### src/rtl/dmem_sram_bridge.sv
// Bridges the core's single-cycle M-stage data port onto an SRAM-like split
// (req / addr_ok / data_ok) bus, stalling the pipeline until each access completes.
module dmem_sram_bridge #(
  parameter int unsigned ADDR_W = 32,
  parameter int unsigned DATA_W = 32
) (
  input  logic              clk,
  input  logic              rst,
  input  logic              mem_en,
  input  logic [3:0]        mem_wen,
  input  logic [1:0]        mem_size,
  input  logic [ADDR_W-1:0] mem_addr,
  input  logic [DATA_W-1:0] mem_wdata,
  output logic [DATA_W-1:0] mem_rdata,
  input  logic              longest_stall,
  input  logic              flush,
  output logic              stall_req,
  output logic              data_req,
  output logic              data_wr,
  output logic [1:0]        data_size,
  output logic [ADDR_W-1:0] data_addr,
  output logic [3:0]        data_wstrb,
  output logic [DATA_W-1:0] data_wdata,
  input  logic              data_addr_ok,
  input  logic              data_data_ok,
  input  logic [DATA_W-1:0] data_rdata
);

  localparam int unsigned STRB_W = 4;

  typedef enum logic [1:0] {IDLE, ADDR, DATA, DONE} stateT;

  stateT state;
  logic  discard;
  logic  isLoad;

  assign isLoad  = (data_wstrb == STRB_W'(0));
  assign data_wr = |data_wstrb;

  // Freeze the pipeline from the moment an access is seen until its data returns.
  assign stall_req = !rst && ((mem_en && (state == IDLE) && !flush) ||
                              (state == ADDR) || (state == DATA));

  always_ff @(posedge clk) begin
    if (rst) begin
      state      <= IDLE;
      data_req   <= 1'b0;
      discard    <= 1'b0;
      mem_rdata  <= '0;
      data_addr  <= '0;
      data_wdata <= '0;
      data_wstrb <= '0;
      data_size  <= '0;
    end else begin
      case (state)
        IDLE: begin
          if (mem_en && !flush) begin
            data_addr  <= mem_addr;
            data_wdata <= mem_wdata;
            data_wstrb <= mem_wen;
            data_size  <= mem_size;
            data_req   <= 1'b1;
            state      <= ADDR;
          end
        end
        ADDR: begin
          if (data_addr_ok) begin
            data_req <= 1'b0;
            if (data_data_ok) begin
              // A flushed access that also completes this cycle has nothing left to drain.
              if (flush) begin
                state <= IDLE;
              end else begin
                if (isLoad) mem_rdata <= data_rdata;
                state <= DONE;
              end
            end else begin
              discard <= flush;
              state   <= DATA;
            end
          end else if (flush) begin
            data_req <= 1'b0;
            state    <= IDLE;
          end
        end
        DATA: begin
          if (data_data_ok) begin
            discard <= 1'b0;
            if (discard || flush) begin
              state <= IDLE;
            end else begin
              if (isLoad) mem_rdata <= data_rdata;
              state <= DONE;
            end
          end else if (flush) begin
            discard <= 1'b1;
          end
        end
        DONE: begin
          if (!longest_stall || flush) state <= IDLE;
        end
        default: state <= IDLE;
      endcase
    end
  end

endmodule

### config.mk
export PLATFORM = sky130hd
export DESIGN_NAME = dmem_sram_bridge
export DESIGN_NICKNAME = d
export VERILOG_FILES = /design/src/rtl/dmem_sram_bridge.sv
export SDC_FILE = /design/constraint.sdc
export NUM_CORES = 1
export LEC_CHECK = 0
export BUFFER_PORTS_ARGS = -buffer_cell sky130_fd_sc_hd__buf_2
export CELL_PAD_IN_SITES_DETAIL_PLACEMENT = 1
export CELL_PAD_IN_SITES_GLOBAL_PLACEMENT = 1
export CORE_ASPECT_RATIO = 1.5
export CORE_MARGIN = 10
export CORE_UTILIZATION = 33
export CTS_BUF_LIST = sky130_fd_sc_hd__clkbuf_2 sky130_fd_sc_hd__clkbuf_4 sky130_fd_sc_hd__clkbuf_8
export DETAILED_ROUTE_END_ITERATION = 12
export MAX_ROUTING_LAYER = met4
export PLACE_DENSITY_LB_ADDON = 0.1
export SLEW_MARGIN = 20
export SYNTH_ARGS = -nofsm -noshare
export SYNTH_HDL_FRONTEND = slang
export SYNTH_SLANG_ARGS = --single-unit
### constraint.sdc
create_clock -name clk -period 2 [get_ports clk]
set_input_delay 0.4 -clock clk [delete_from_list [all_inputs] [get_ports clk]]
set_output_delay 0.4 -clock clk [all_outputs]
set_load 0.05 [all_outputs]
=== Yosys cells after proc, flatten, opt, wreduce, memory -nomap -nowiden ===
Index checks and enable logic that the tools add are counted.

* Bits in registers: 106
* Logic and storage cells: 67
* Output and inout port bits: 105

* Equality and inequality tests: 13
* Mux-type cells: 25
* Reduce and logical (&&, ||, !) cells: 21

{| class="wikitable"
|+ Operator list
! operator !! count
|-
| $mux W32 || 6
|-
| $pmux W32 S2 || 1
|-
| $mux W2 || 8
|-
| $ne A2 B2 Y1 const B || 7
|-
| $pmux W2 S4 || 1
|-
| $reduce_and A4 Y1 || 2
|-
| $mux W1 || 7
|-
| $ne A3 B3 Y1 const B || 2
|-
| $reduce_and A6 Y1 || 1
|-
| $eq A2 B2 Y1 const B || 2
|-
| $logic_and A1 B1 Y1 || 4
|-
| $logic_not A4 Y1 || 1
|-
| $logic_or A1 B1 Y1 || 4
|-
| $pmux W1 S2 || 2
|-
| $reduce_bool A2 Y1 || 2
|-
| $reduce_or A4 Y1 || 1
|-
| $logic_not A1 Y1 || 3
|-
| $reduce_and A3 Y1 || 1
|-
| $eq A2 B1 Y1 const B || 1
|-
| $logic_not A2 Y1 || 1
|-
| $ne A2 B1 Y1 const B || 1
|-
| $reduce_and A2 Y1 || 1
|}

=== Longest topological paths before layout ===
Gate-level depths: netlist of the first run.

* Word-level depth: 6
* Gate-level depth with buffers: 6
* Gate-level depth less buffers: 3

=== Worst setup path after synthesis of the first run ===
Ideal clock, no wire load.

* Kind: input to output
* From: input port flush
* To: output port stall_req
* Arrival time: 2012 ps
* Stages: 4
* Required time: 1600 ps
* Slack: -412 ps
* Path through: clkbuf_1 > nor2b_1 > nor3_1 > a211oi_1

* Word-level cells in the longest chain between the ends: 5

{| class="wikitable"
|+ Ends and longest elaborated chain
! what !! line !! source
|-
| start, declared || 16 || <nowiki>input logic flush,</nowiki>
|-
| $logic_not A1 Y1 || 41 || <nowiki>assign stall_req = !rst && ((mem_en && (state == IDLE) && !flush) ||</nowiki>
|-
| $logic_and A1 B1 Y1 || 41 ||
|-
| $logic_or A1 B1 Y1 || 41 ||
|-
| $logic_or A1 B1 Y1 || 42 || <nowiki>(state == ADDR) || (state == DATA));</nowiki>
|-
| $logic_and A1 B1 Y1 || 41 ||
|-
| end, declared || 17 || <nowiki>output logic stall_req,</nowiki>
|}

No other way between the ends.

=== Worst setup path after layout of the first run ===
* From: register data_wstrb[3]
* To: output port data_wr

* Word-level cells in the longest chain between the ends: 1

{| class="wikitable"
|+ Ends and longest elaborated chain
! what !! line !! source
|-
| start, declared || 22 || <nowiki>output logic [3:0] data_wstrb,</nowiki>
|-
| start signal, assigned || 60 || <nowiki>data_wstrb <= mem_wen;</nowiki>
|-
| $reduce_or A4 Y1 || 38 || <nowiki>assign data_wr = |data_wstrb;</nowiki>
|-
| end, declared || 19 || <nowiki>output logic data_wr,</nowiki>
|}

No other way between the ends.

==> results of run 1 <==
==> worst max-delay path, cell delays in order, from the launching register on <==
cell and delay (ns):
sky130_fd_sc_hd__dfxtp_4 0.35, sky130_fd_sc_hd__or4_4 0.55, sky130_fd_sc_hd__buf_2 0.24
==> area by class of cell <==
| class | instances | area [µm²] | share of cell area |
|---|---|---|---|
| repair buffers | 221 | 1180 | 0.212 |
| inverters | 2 | 7.51 | 0.00135 |
| well taps | 156 | 195 | 0.0351 |
| clock buffers | 11 | 139 | 0.0249 |
| clock inverters | 4 | 52.6 | 0.00944 |
| flip-flops and latches | 106 | 2130 | 0.383 |
| multi-input cells | 337 | 1860 | 0.334 |
==> power by group <==
| part | leakage, nW | internal [W] | switching, W | total (W) |
|---|---|---|---|---|
| combinational | 1.54 | 0.000249 | 0.000548 | 0.000797 |
| sequential | 0.865 | 0.00219 | 0.0000407 | 0.00223 |
| clock | 0.0968 | 0.000605 | 0.000711 | 0.00132 |
==> cell usage in the layout (no fill, tap or decap) <==
master,instances
sky130_fd_sc_hd__buf_2,211
sky130_fd_sc_hd__nand2_1,141
sky130_fd_sc_hd__dfxtp_1,101
sky130_fd_sc_hd__a21oi_1,73
sky130_fd_sc_hd__nand2b_1,64
sky130_fd_sc_hd__mux2i_1,33
sky130_fd_sc_hd__clkbuf_8,9
sky130_fd_sc_hd__buf_4,6
sky130_fd_sc_hd__buf_12,4
sky130_fd_sc_hd__dfxtp_2,3
sky130_fd_sc_hd__nor2_1,2
sky130_fd_sc_hd__o21ai_0,2
sky130_fd_sc_hd__inv_1,2
sky130_fd_sc_hd__and2_1,2
sky130_fd_sc_hd__a211oi_1,2
sky130_fd_sc_hd__a311oi_1,2
sky130_fd_sc_hd__clkbuf_4,2
sky130_fd_sc_hd__dfxtp_4,2
sky130_fd_sc_hd__or4_4,1
sky130_fd_sc_hd__nor2b_1,1
sky130_fd_sc_hd__nor3_1,1
sky130_fd_sc_hd__a211oi_2,1
sky130_fd_sc_hd__nor4b_4,1
sky130_fd_sc_hd__or4b_2,1
sky130_fd_sc_hd__and3b_1,1
sky130_fd_sc_hd__or3_1,1
sky130_fd_sc_hd__nand3b_1,1
sky130_fd_sc_hd__or3b_1,1
sky130_fd_sc_hd__a2111oi_4,1
sky130_fd_sc_hd__o22a_1,1
sky130_fd_sc_hd__or2_2,1
sky130_fd_sc_hd__a221oi_1,1
sky130_fd_sc_hd__o211a_1,1
sky130_fd_sc_hd__a2111oi_0,1
sky130_fd_sc_hd__inv_4,1
sky130_fd_sc_hd__bufinv_16,1
sky130_fd_sc_hd__clkinv_4,1
sky130_fd_sc_hd__clkinvlp_4,1
==> registers in the layout (all words and copies together) (netlist names) <==
register    cells
mem_rdata      32
state           2
data_req        1
data_wstrb      4
data_addr      32
data_size       2
data_wdata     32
discard         1
==> cells by family (layout without fill, tap and decap cells) <==
group,count (synthesis),in the layout,synth area share
compound gates,85,85,0.116
buf+inv,38,238,0.0420
flops,106,106,0.513
mux,33,33,0.0799
simple gates,219,219,0.249
==> stage by stage <==
stage	std cells	worst slack (ns)	setup TNS (ns)
global placement	822	0.209	0
floorplan	481	-0.0138	-0.415
detailed placement	822	0.134	0
global route	837	0.0378	0
finish	837	0.0990	0
CTS	837	0.0445	0
==> per-layer routing <==
| layer | up-vias | part of all wire | GRT usage | wire [µm] |
|---|---|---|---|---|
| li1 | 1951 | - | - | - |
| met1 | 1826 | 0.40 | 0.174 | 5550 |
| met2 | 122 | 0.52 | 0.274 | 7180 |
| met3 | 11 | 0.069 | 0.0526 | 962 |
| met4 | 0 | 0.013 | 0.0491 | 176 |
| met5 | - | 0 | - | 0 |
==> path summary, 6_finish.rpt <==
path,cells past startpoint,to,slack (ns)
setup reg to reg,4,mem_rdata[23],0.15
hold / removal,3,data_addr[8],0.26
setup / recovery,2,data_wr,0.1
hold reg to reg,2,data_addr[27],0.45
==> impl_metrics.yaml, run 1 <==
status:
  status: "complete, no violations"
synthesis:
  synth.area.top_cells: "sky130_fd_sc_hd__dfxtp_1 51%, sky130_fd_sc_hd__nand2_1 13%, sky130_fd_sc_hd__nand2b_1 9.7%, sky130_fd_sc_hd__a21oi_1 8.8%, sky130_fd_sc_hd__mux2i_1 8.0%"
  post_synth_inst_count: 481
  synth-main-ff-cell: "sky130_fd_sc_hd__dfxtp_1"
  synth_sequential_area_ratio: 0.513
  syn_area_mm2: 0.00414
  synth.distinct_cells: 29
  syn_nets: 590
  async_flop_share: 0
  synth_top_cell_area_share: 0.513
  synth_enable_flop_cells: 0
  yosysMostFrequentCell: "sky130_fd_sc_hd__nand2_1"
  most_area_hungry_cell_type_in_the_yosys_netlist: "sky130_fd_sc_hd__dfxtp_1"
  synth_seq_cells: 106
  yosys_warning_count: 0
  syn_avg_cell_area_um2: 8.60
  top_cells_by_instance_count_after_synthesis: "141 x sky130_fd_sc_hd__nand2_1, 106 x sky130_fd_sc_hd__dfxtp_1, 73 x sky130_fd_sc_hd__a21oi_1"
sta:
  worst_slew_margin_rel: 0.629
  worst_clock_skew_ns: 0.0108
  final-max-slew-violation-count: 0
  fmax_ghz: 0.526
  timing_hold_violations_final: 0
  timing.hold.ws_ns: 0.263
  timing.final.setup_violations: 0
  worst_pin_slew_ns: 0.557
  finalCritPeriodShare: 0.951
  finalCriticalPeriod_ns: 1.90
  rsz0062_at_grt: "no"
clock_network:
  clk_transition_reported_paths_ns: 0.10
  cts-hold-fix-buffers: 0
  h_tree_depth: 3
  cts_tree: "built"
  cts_made_buffers: 9
  clock_sink_count: 106
  cts.repair.resized: 1
  clock_root_cell: "sky130_fd_sc_hd__clkbuf_8"
  clk_path_buf_depth: 2
  clock_latency_at_the_later_pin_of_the_worst_skew_pair_ns: 0.36
  post-cts-setup-buffer-count: 0
global_routing:
  pin_count_of_the_biggest_net_entering_global_routing: 139
  first_global_vias: 4229
  antenna_found_initial: 0
  global_route_congestion_overflow_total: 0
  gr_usage_total: 0.160
  first_pass_grt_wire_length_um: 22300
worst_setup_path:
  critical_path_arrival_ns: 1.50
  cp_data_required_time_ns: 1.60
  worst_setup_path_end_kind: "output port"
  setup.worst_path.class: "reg -> out"
  setup.worst_path.start: "data_wstrb[3]"
  critical_path.reg2reg.startpoint: "data_wstrb[3]"
  critPathMaxFanout: 3
  critical_path.startpoint_type: "flip-flop"
place:
  placed_cell_area_mm2: 0.00537
  finalWeightedCongestion: 0.746
  place.detailed.hpwl_um: 10600
  port-buffer-count: 213
drt:
  route.vias.total: 3910
  drcViolationCount: 0
  viasPerCell: 4.67
  ant_nets: 0
  first_pass_iters: 4
  route.detailed.wl_per_inst_um: 16.6
  wirelength_um: 13900
  drt_iter0_drc: 150
final_layout:
  final_cell_area_mm2: 0.00557
  layout-area-overhead-vs-synth_pct: 34.6
  fin_util: 0.449
  fraction_of_final_layout_cells_with_drive_strength_greater_than_1: 0.363
  nets: 786
  layout.filler_cells: 1573
  antenna-diode-count: 0
power_and_ir_drop:
  peakVddDrop_mv: 0.298
  fin_total_pwr_w: 0.00434
  power_per_cell_area_mw_per_mm2: 780
  power.leakage_nw: 2.50
worst_hold_path:
  hp-start: "mem_addr[8]"
  hold_path.class: "in -> reg"
die:
  die_area_mm2: 0.0175
  die-width_um: 111
  row_count: 50
  die_y_um: 157
  initial_utilization: 0.334
  fp.coreArea_mm2: 0.0124
  boundaryPins: 214
flow_run:
  cap_violations: 0
No activity file was read; power rests on OpenSTA's default activity.
==> inputs of run 2 (changes only) <==
--- a/config.mk
+++ b/config.mk
@@ -8,7 +8,6 @@
 export BUFFER_PORTS_ARGS = -buffer_cell sky130_fd_sc_hd__buf_2
 export CELL_PAD_IN_SITES_DETAIL_PLACEMENT = 1
 export CELL_PAD_IN_SITES_GLOBAL_PLACEMENT = 1
-export CORE_ASPECT_RATIO = 1.5
 export CORE_MARGIN = 10
 export CORE_UTILIZATION = 33
 export CTS_BUF_LIST = sky130_fd_sc_hd__clkbuf_2 sky130_fd_sc_hd__clkbuf_4 sky130_fd_sc_hd__clkbuf_8
==> run 2 against run 1 <==
Sequential share of layout area hardly changed. Clock skew is 0.0024 ns lower. First-iteration DRC count is 20% higher.
==> impl_metrics.yaml, run 2 (synthesis gave the netlist of run 1 again) <==
global_routing:
  gr_usage_total: 0.158
  pin_count_of_the_biggest_net_entering_global_routing: 139
  antenna_found_initial: 1
  first_global_vias: 4212
  global_route_congestion_overflow_total: 0
  first_pass_grt_wire_length_um: 21800
sta:
  worst_clock_skew_ns: 0.00838
  worst_slew_margin_rel: 0.625
  timing.setup.tns_ns: 0
  finalCriticalPeriod_ns: 1.91
  timing.final.setup_violations: 0
  worst_pin_slew_ns: 0.563
  timing_hold_violations_final: 0
  fmax_ghz: 0.525
  finalCritPeriodShare: 0.953
  rsz0062_at_grt: "no"
  final-max-slew-violation-count: 0
drt:
  ant_nets: 0
  route.vias.total: 3908
  drcViolationCount: 0
  wirelength_um: 13700
  first_pass_iters: 5
  drt_iter0_drc: 180
  route.detailed.wl_per_inst_um: 16.1
  viasPerCell: 4.60
final_layout:
  most-common-layout-cells: "212 x sky130_fd_sc_hd__buf_2, 141 x sky130_fd_sc_hd__nand2_1, 102 x sky130_fd_sc_hd__dfxtp_1, 73 x sky130_fd_sc_hd__a21oi_1, 64 x sky130_fd_sc_hd__nand2b_1"
  mostFrequentLayoutCell: "sky130_fd_sc_hd__buf_2"
  final_cell_area_mm2: 0.00556
  fin_util: 0.458
  biggestRegsByFlops: "data_addr (32), data_wdata (32), mem_rdata (32)"
  layout-area-overhead-vs-synth_pct: 34.5
  fraction_of_final_layout_cells_with_drive_strength_greater_than_1: 0.361
  nets: 787
  layout.filler_cells: 1547
die:
  die-width_um: 132
  boundaryPins: 214
  die_y_um: 132
  initial_utilization: 0.340
  row_count: 40
  die_area_mm2: 0.0174
  fp.coreArea_mm2: 0.0122
status:
  status: "complete, no violations"
clock_network:
  clock_latency_at_the_later_pin_of_the_worst_skew_pair_ns: 0.37
  clk_path_buf_depth: 2
  cts_tree: "built"
  cts-hold-fix-buffers: 0
  h_tree_depth: 3
  cts_made_buffers: 9
  cts.repair.resized: 0
  clk_transition_reported_paths_ns: 0.09
  clock_sink_count: 106
  post-cts-setup-buffer-count: 0
  clock_root_cell: "sky130_fd_sc_hd__clkbuf_8"
worst_setup_path:
  critical_path.startpoint_type: "flip-flop"
  critPathMaxFanout: 3
  worst-r2r-setup-slack_ns: 0.13
  r2r-end: "mem_rdata[20]"
  worst_setup_path_end_kind: "output port"
  depth_of_the_worst_register_to_register_path: 4
  setup.worst_path.class: "reg -> out"
  setup.worst_path.start: "data_wstrb[3]"
  critical_path_arrival_ns: 1.51
  critical_path.reg2reg.startpoint: "data_wstrb[3]"
  cp_data_required_time_ns: 1.60
  cp_endpoint: "data_wr"
power_and_ir_drop:
  power_per_cell_area_mw_per_mm2: 760
  fin_total_pwr_w: 0.00423
  power.leakage_nw: 2.49
  peakVddDrop_mv: 0.330
flow_run:
  cap_violations: 0
worst_hold_path:
  hold_path.class: "in -> reg"
  hold_depth: 3
place:
  finalWeightedCongestion: 0.775
  placed_cell_area_mm2: 0.00539
  place.detailed.hpwl_um: 10300
  port-buffer-count: 213
[run 2: cell count changes in the layout (fill, tap and decap cells not counted)]
cell / delta
sky130_fd_sc_hd__dfxtp_1: +1
sky130_fd_sc_hd__bufinv_16: -1
sky130_fd_sc_hd__clkbuf_8: +1
sky130_fd_sc_hd__diode_2: +1
sky130_fd_sc_hd__dfxtp_2: -1
sky130_fd_sc_hd__clkinv_4: -1
sky130_fd_sc_hd__clkbuf_4: +2
sky130_fd_sc_hd__inv_4: -1
sky130_fd_sc_hd__clkinvlp_4: -1
sky130_fd_sc_hd__buf_2: +1
[run 2: area by class of cell]
type,count,area [µm²],share of cell area
inverters,2,7.51,0.00135
multi-input cells,337,1860,0.334
repair buffers,222,1190,0.213
diodes,1,2.50,0.000450
well taps,168,210,0.0378
flip-flops and latches,106,2130,0.383
clock buffers,14,168,0.0301
[run 2: worst min path at each step]
stage | from | end | slack (ns)
6_report | mem_wen[3] | data_wstrb[3] | 0.26
2_1_floorplan | discard | discard | 0.52
4_1_cts | mem_wen[3] | data_wstrb[3] | 0.23
3_3_place_gp | data_wdata[13] | data_wdata[13] | 0.44
5_1_grt | mem_addr[0] | data_addr[0] | 0.24
3_5_place_dp | data_wdata[13] | data_wdata[13] | 0.44
[run 2: stage by stage]
step / setup slack (ns) / cells / hold slack [ns]
after floorplan: -0.0138 / 481 / 0.517
after global placement: 0.220 / 835 / 0.438
after detailed placement: 0.134 / 835 / 0.445
after CTS: 0.0545 / 849 / 0.234
after global routing: 0.00965 / 850 / 0.242
final: 0.0949 / 850 / 0.260
[run 2: report_power, final]
group	switching [W]	internal (W)	total, W
registers	0.0000387	0.00219	0.00223
clock network	0.000672	0.000532	0.00120
logic	0.000549	0.000250	0.000799
[run 2: routing by layer]
layer,up-vias,global-route usage,share of wire,routed length (µm)
li1,1954,-,-,-
met1,1814,0.175,0.42,5800
met2,126,0.260,0.49,6690
met3,14,0.0564,0.077,1050
met4,0,0.0482,0.013,172
met5,-,-,0,0
[run 2: critical path: stages (launching register included)]
cell and delay, ns:
sky130_fd_sc_hd__dfxtp_4 0.36, sky130_fd_sc_hd__or4_4 0.55, sky130_fd_sc_hd__buf_2 0.24
==> inputs of run 3 (changes only) <==
--- a/config.mk
+++ b/config.mk
@@ -14,6 +14,8 @@
 export DETAILED_ROUTE_END_ITERATION = 12
 export MAX_ROUTING_LAYER = met4
 export PLACE_DENSITY_LB_ADDON = 0.1
+export RECOVER_POWER = 25
+export SKIP_LAST_GASP = 1
 export SLEW_MARGIN = 20
 export SYNTH_ARGS = -nofsm -noshare
 export SYNTH_HDL_FRONTEND = slang
==> run 3 against run 2 <==
Final cell count unchanged. Sequential share of layout area up 0.44 points. Via count increased by 0.15%. Routed wire length increased by 0.20%. Sequential power about the same. Worst setup slack gained 0.00074 ns. Worst hold slack better by 0.00072 ns. Critical endpoint unchanged.
==> impl_metrics.yaml, run 3 (synthesis gave the netlist of run 1 again) <==
clock_network:
  clock_sink_count: 106
  cts.repair.resized: 0
  clock_latency_at_the_later_pin_of_the_worst_skew_pair_ns: 0.37
  clk_transition_reported_paths_ns: 0.09
  clk_path_buf_depth: 2
  cts-hold-fix-buffers: 0
  h_tree_depth: 3
  clock_root_cell: "sky130_fd_sc_hd__clkbuf_8"
  cts_made_buffers: 9
  post-cts-setup-buffer-count: 0
  cts_tree: "built"
flow_run:
  cap_violations: 0
final_layout:
  layout-area-overhead-vs-synth_pct: 33.0
  final-instance-count-excl-fill: 850
  mostFrequentLayoutCell: "sky130_fd_sc_hd__buf_2"
  most-common-layout-cells: "162 x sky130_fd_sc_hd__buf_2, 141 x sky130_fd_sc_hd__nand2_1, 102 x sky130_fd_sc_hd__dfxtp_1, 73 x sky130_fd_sc_hd__a21oi_1, 64 x sky130_fd_sc_hd__nand2b_1"
  fraction_of_final_layout_cells_with_drive_strength_greater_than_1: 0.288
  biggestRegsByFlops: "data_addr (32), data_wdata (32), mem_rdata (32)"
  nets: 787
worst_setup_path:
  critPathMaxFanout: 3
  worst_setup_path_end_kind: "output port"
  cp_data_required_time_ns: 1.60
  critical_path_arrival_ns: 1.50
  setup.worst_path.class: "reg -> out"
  critical_path.startpoint_type: "flip-flop"
power_and_ir_drop:
  swShare: 0.299
  fin_total_pwr_w: 0.00422
  power.combinational.fraction: 0.187
  clockPowerShare: 0.285
  internal_power_w: 0.00296
  power.leakage_nw: 2.28
  power_per_cell_area_mw_per_mm2: 767
  netSwitchingPower_w: 0.00126
  power.sequential.fraction: 0.528
  peakVddDrop_mv: 0.330
die:
  fp.coreArea_mm2: 0.0122
  die_area_mm2: 0.0174
  die-width_um: 132
  row_count: 40
  die_y_um: 132
  initial_utilization: 0.340
  boundaryPins: 214
drt:
  first_pass_iters: 4
  drcViolationCount: 0
  viasPerCell: 4.60
  drt_iter0_drc: 210
  route.detailed.wl_per_inst_um: 16.2
  ant_nets: 0
  route.vias.total: 3914
  wirelength_um: 13700
place:
  port-buffer-count: 213
  finalWeightedCongestion: 0.775
  place.detailed.hpwl_um: 10300
  placedCellCount: 835
worst_hold_path:
  hold_path.class: "in -> reg"
global_routing:
  antenna_found_initial: 1
  pin_count_of_the_biggest_net_entering_global_routing: 139
  gr_usage_total: 0.158
  first_global_vias: 4212
  first_pass_grt_wire_length_um: 21800
  global_route_congestion_overflow_total: 0
sta:
  final-max-slew-violation-count: 0
  timing_hold_violations_final: 0
  worst_clock_skew_ns: 0.00985
  finalCritPeriodShare: 0.952
  worst_slew_margin_rel: 0.569
  fmax_ghz: 0.525
  worst_pin_slew_ns: 0.649
  rsz0062_at_grt: "no"
  timing.hold.ws_ns: 0.261
  timing.final.setup_violations: 0
  finalCriticalPeriod_ns: 1.90
status:
  status: "complete, no violations"
## run 3: cell count changes in the layout (fill, tap and decap cells not counted)
cell and delta:
sky130_fd_sc_hd__clkbuf_1 +50, sky130_fd_sc_hd__buf_2 -50
## run 3: worst max-delay path: stages, from the launching register on
cell and delay, ns:
sky130_fd_sc_hd__dfxtp_4 0.36, sky130_fd_sc_hd__or4_4 0.55, sky130_fd_sc_hd__buf_2 0.24
## run 3: cell type report
class	instances	area (µm²)
inverters	2	7.51
diodes	1	2.50
clock buffers	14	168
fillers	1559	6660
flip-flops and latches	106	2130
multi-input cells	337	1860
well taps	168	210
repair buffers	222	1120
## run 3: power by group through the flow
stage	Clock, W	Sequential (W)	Combinational, W
finish	0.00120	0.00223	0.000787
global route	0.00137	0.00224	0.000853
CTS	0.00128	0.00223	0.000813
detailed placement	0	0.00228	0.000811
global placement	0	0.00227	0.000797
floorplan	0	0.00255	0.000259
## run 3: through the flow
step | TNS (ns) | setup slack [ns] | instance area [µm²] | util
2_1_floorplan | -0.415 | -0.0138 | 4160 | -
3_3_place_gp | 0 | 0.220 | 5390 | 0.444
3_5_place_dp | 0 | 0.134 | 5390 | 0.444
4_1_cts | 0 | 0.0545 | 5560 | 0.457
5_1_grt | 0 | 0.00965 | 5500 | 0.452
6_report | 0 | 0.0956 | 5500 | 0.452
## run 3: worst paths after layout
kind,cells past startpoint,startpoint,slack (ns),endpoint
setup reg to reg,4,data_wstrb[3],0.13,mem_rdata[20]
hold / removal,3,mem_wen[3],0.26,data_wstrb[3]
hold reg to reg,2,data_wdata[7],0.45,data_wdata[7]
setup / recovery,2,data_wstrb[3],0.1,data_wr
## run 3: metal layers
layer,global-route usage,up-vias,wire length [µm]
met5,-,-,0
met3,0.0564,13,1060
met2,0.260,127,6750
met4,0.0482,0,146
met1,0.175,1817,5790
li1,-,1957,-
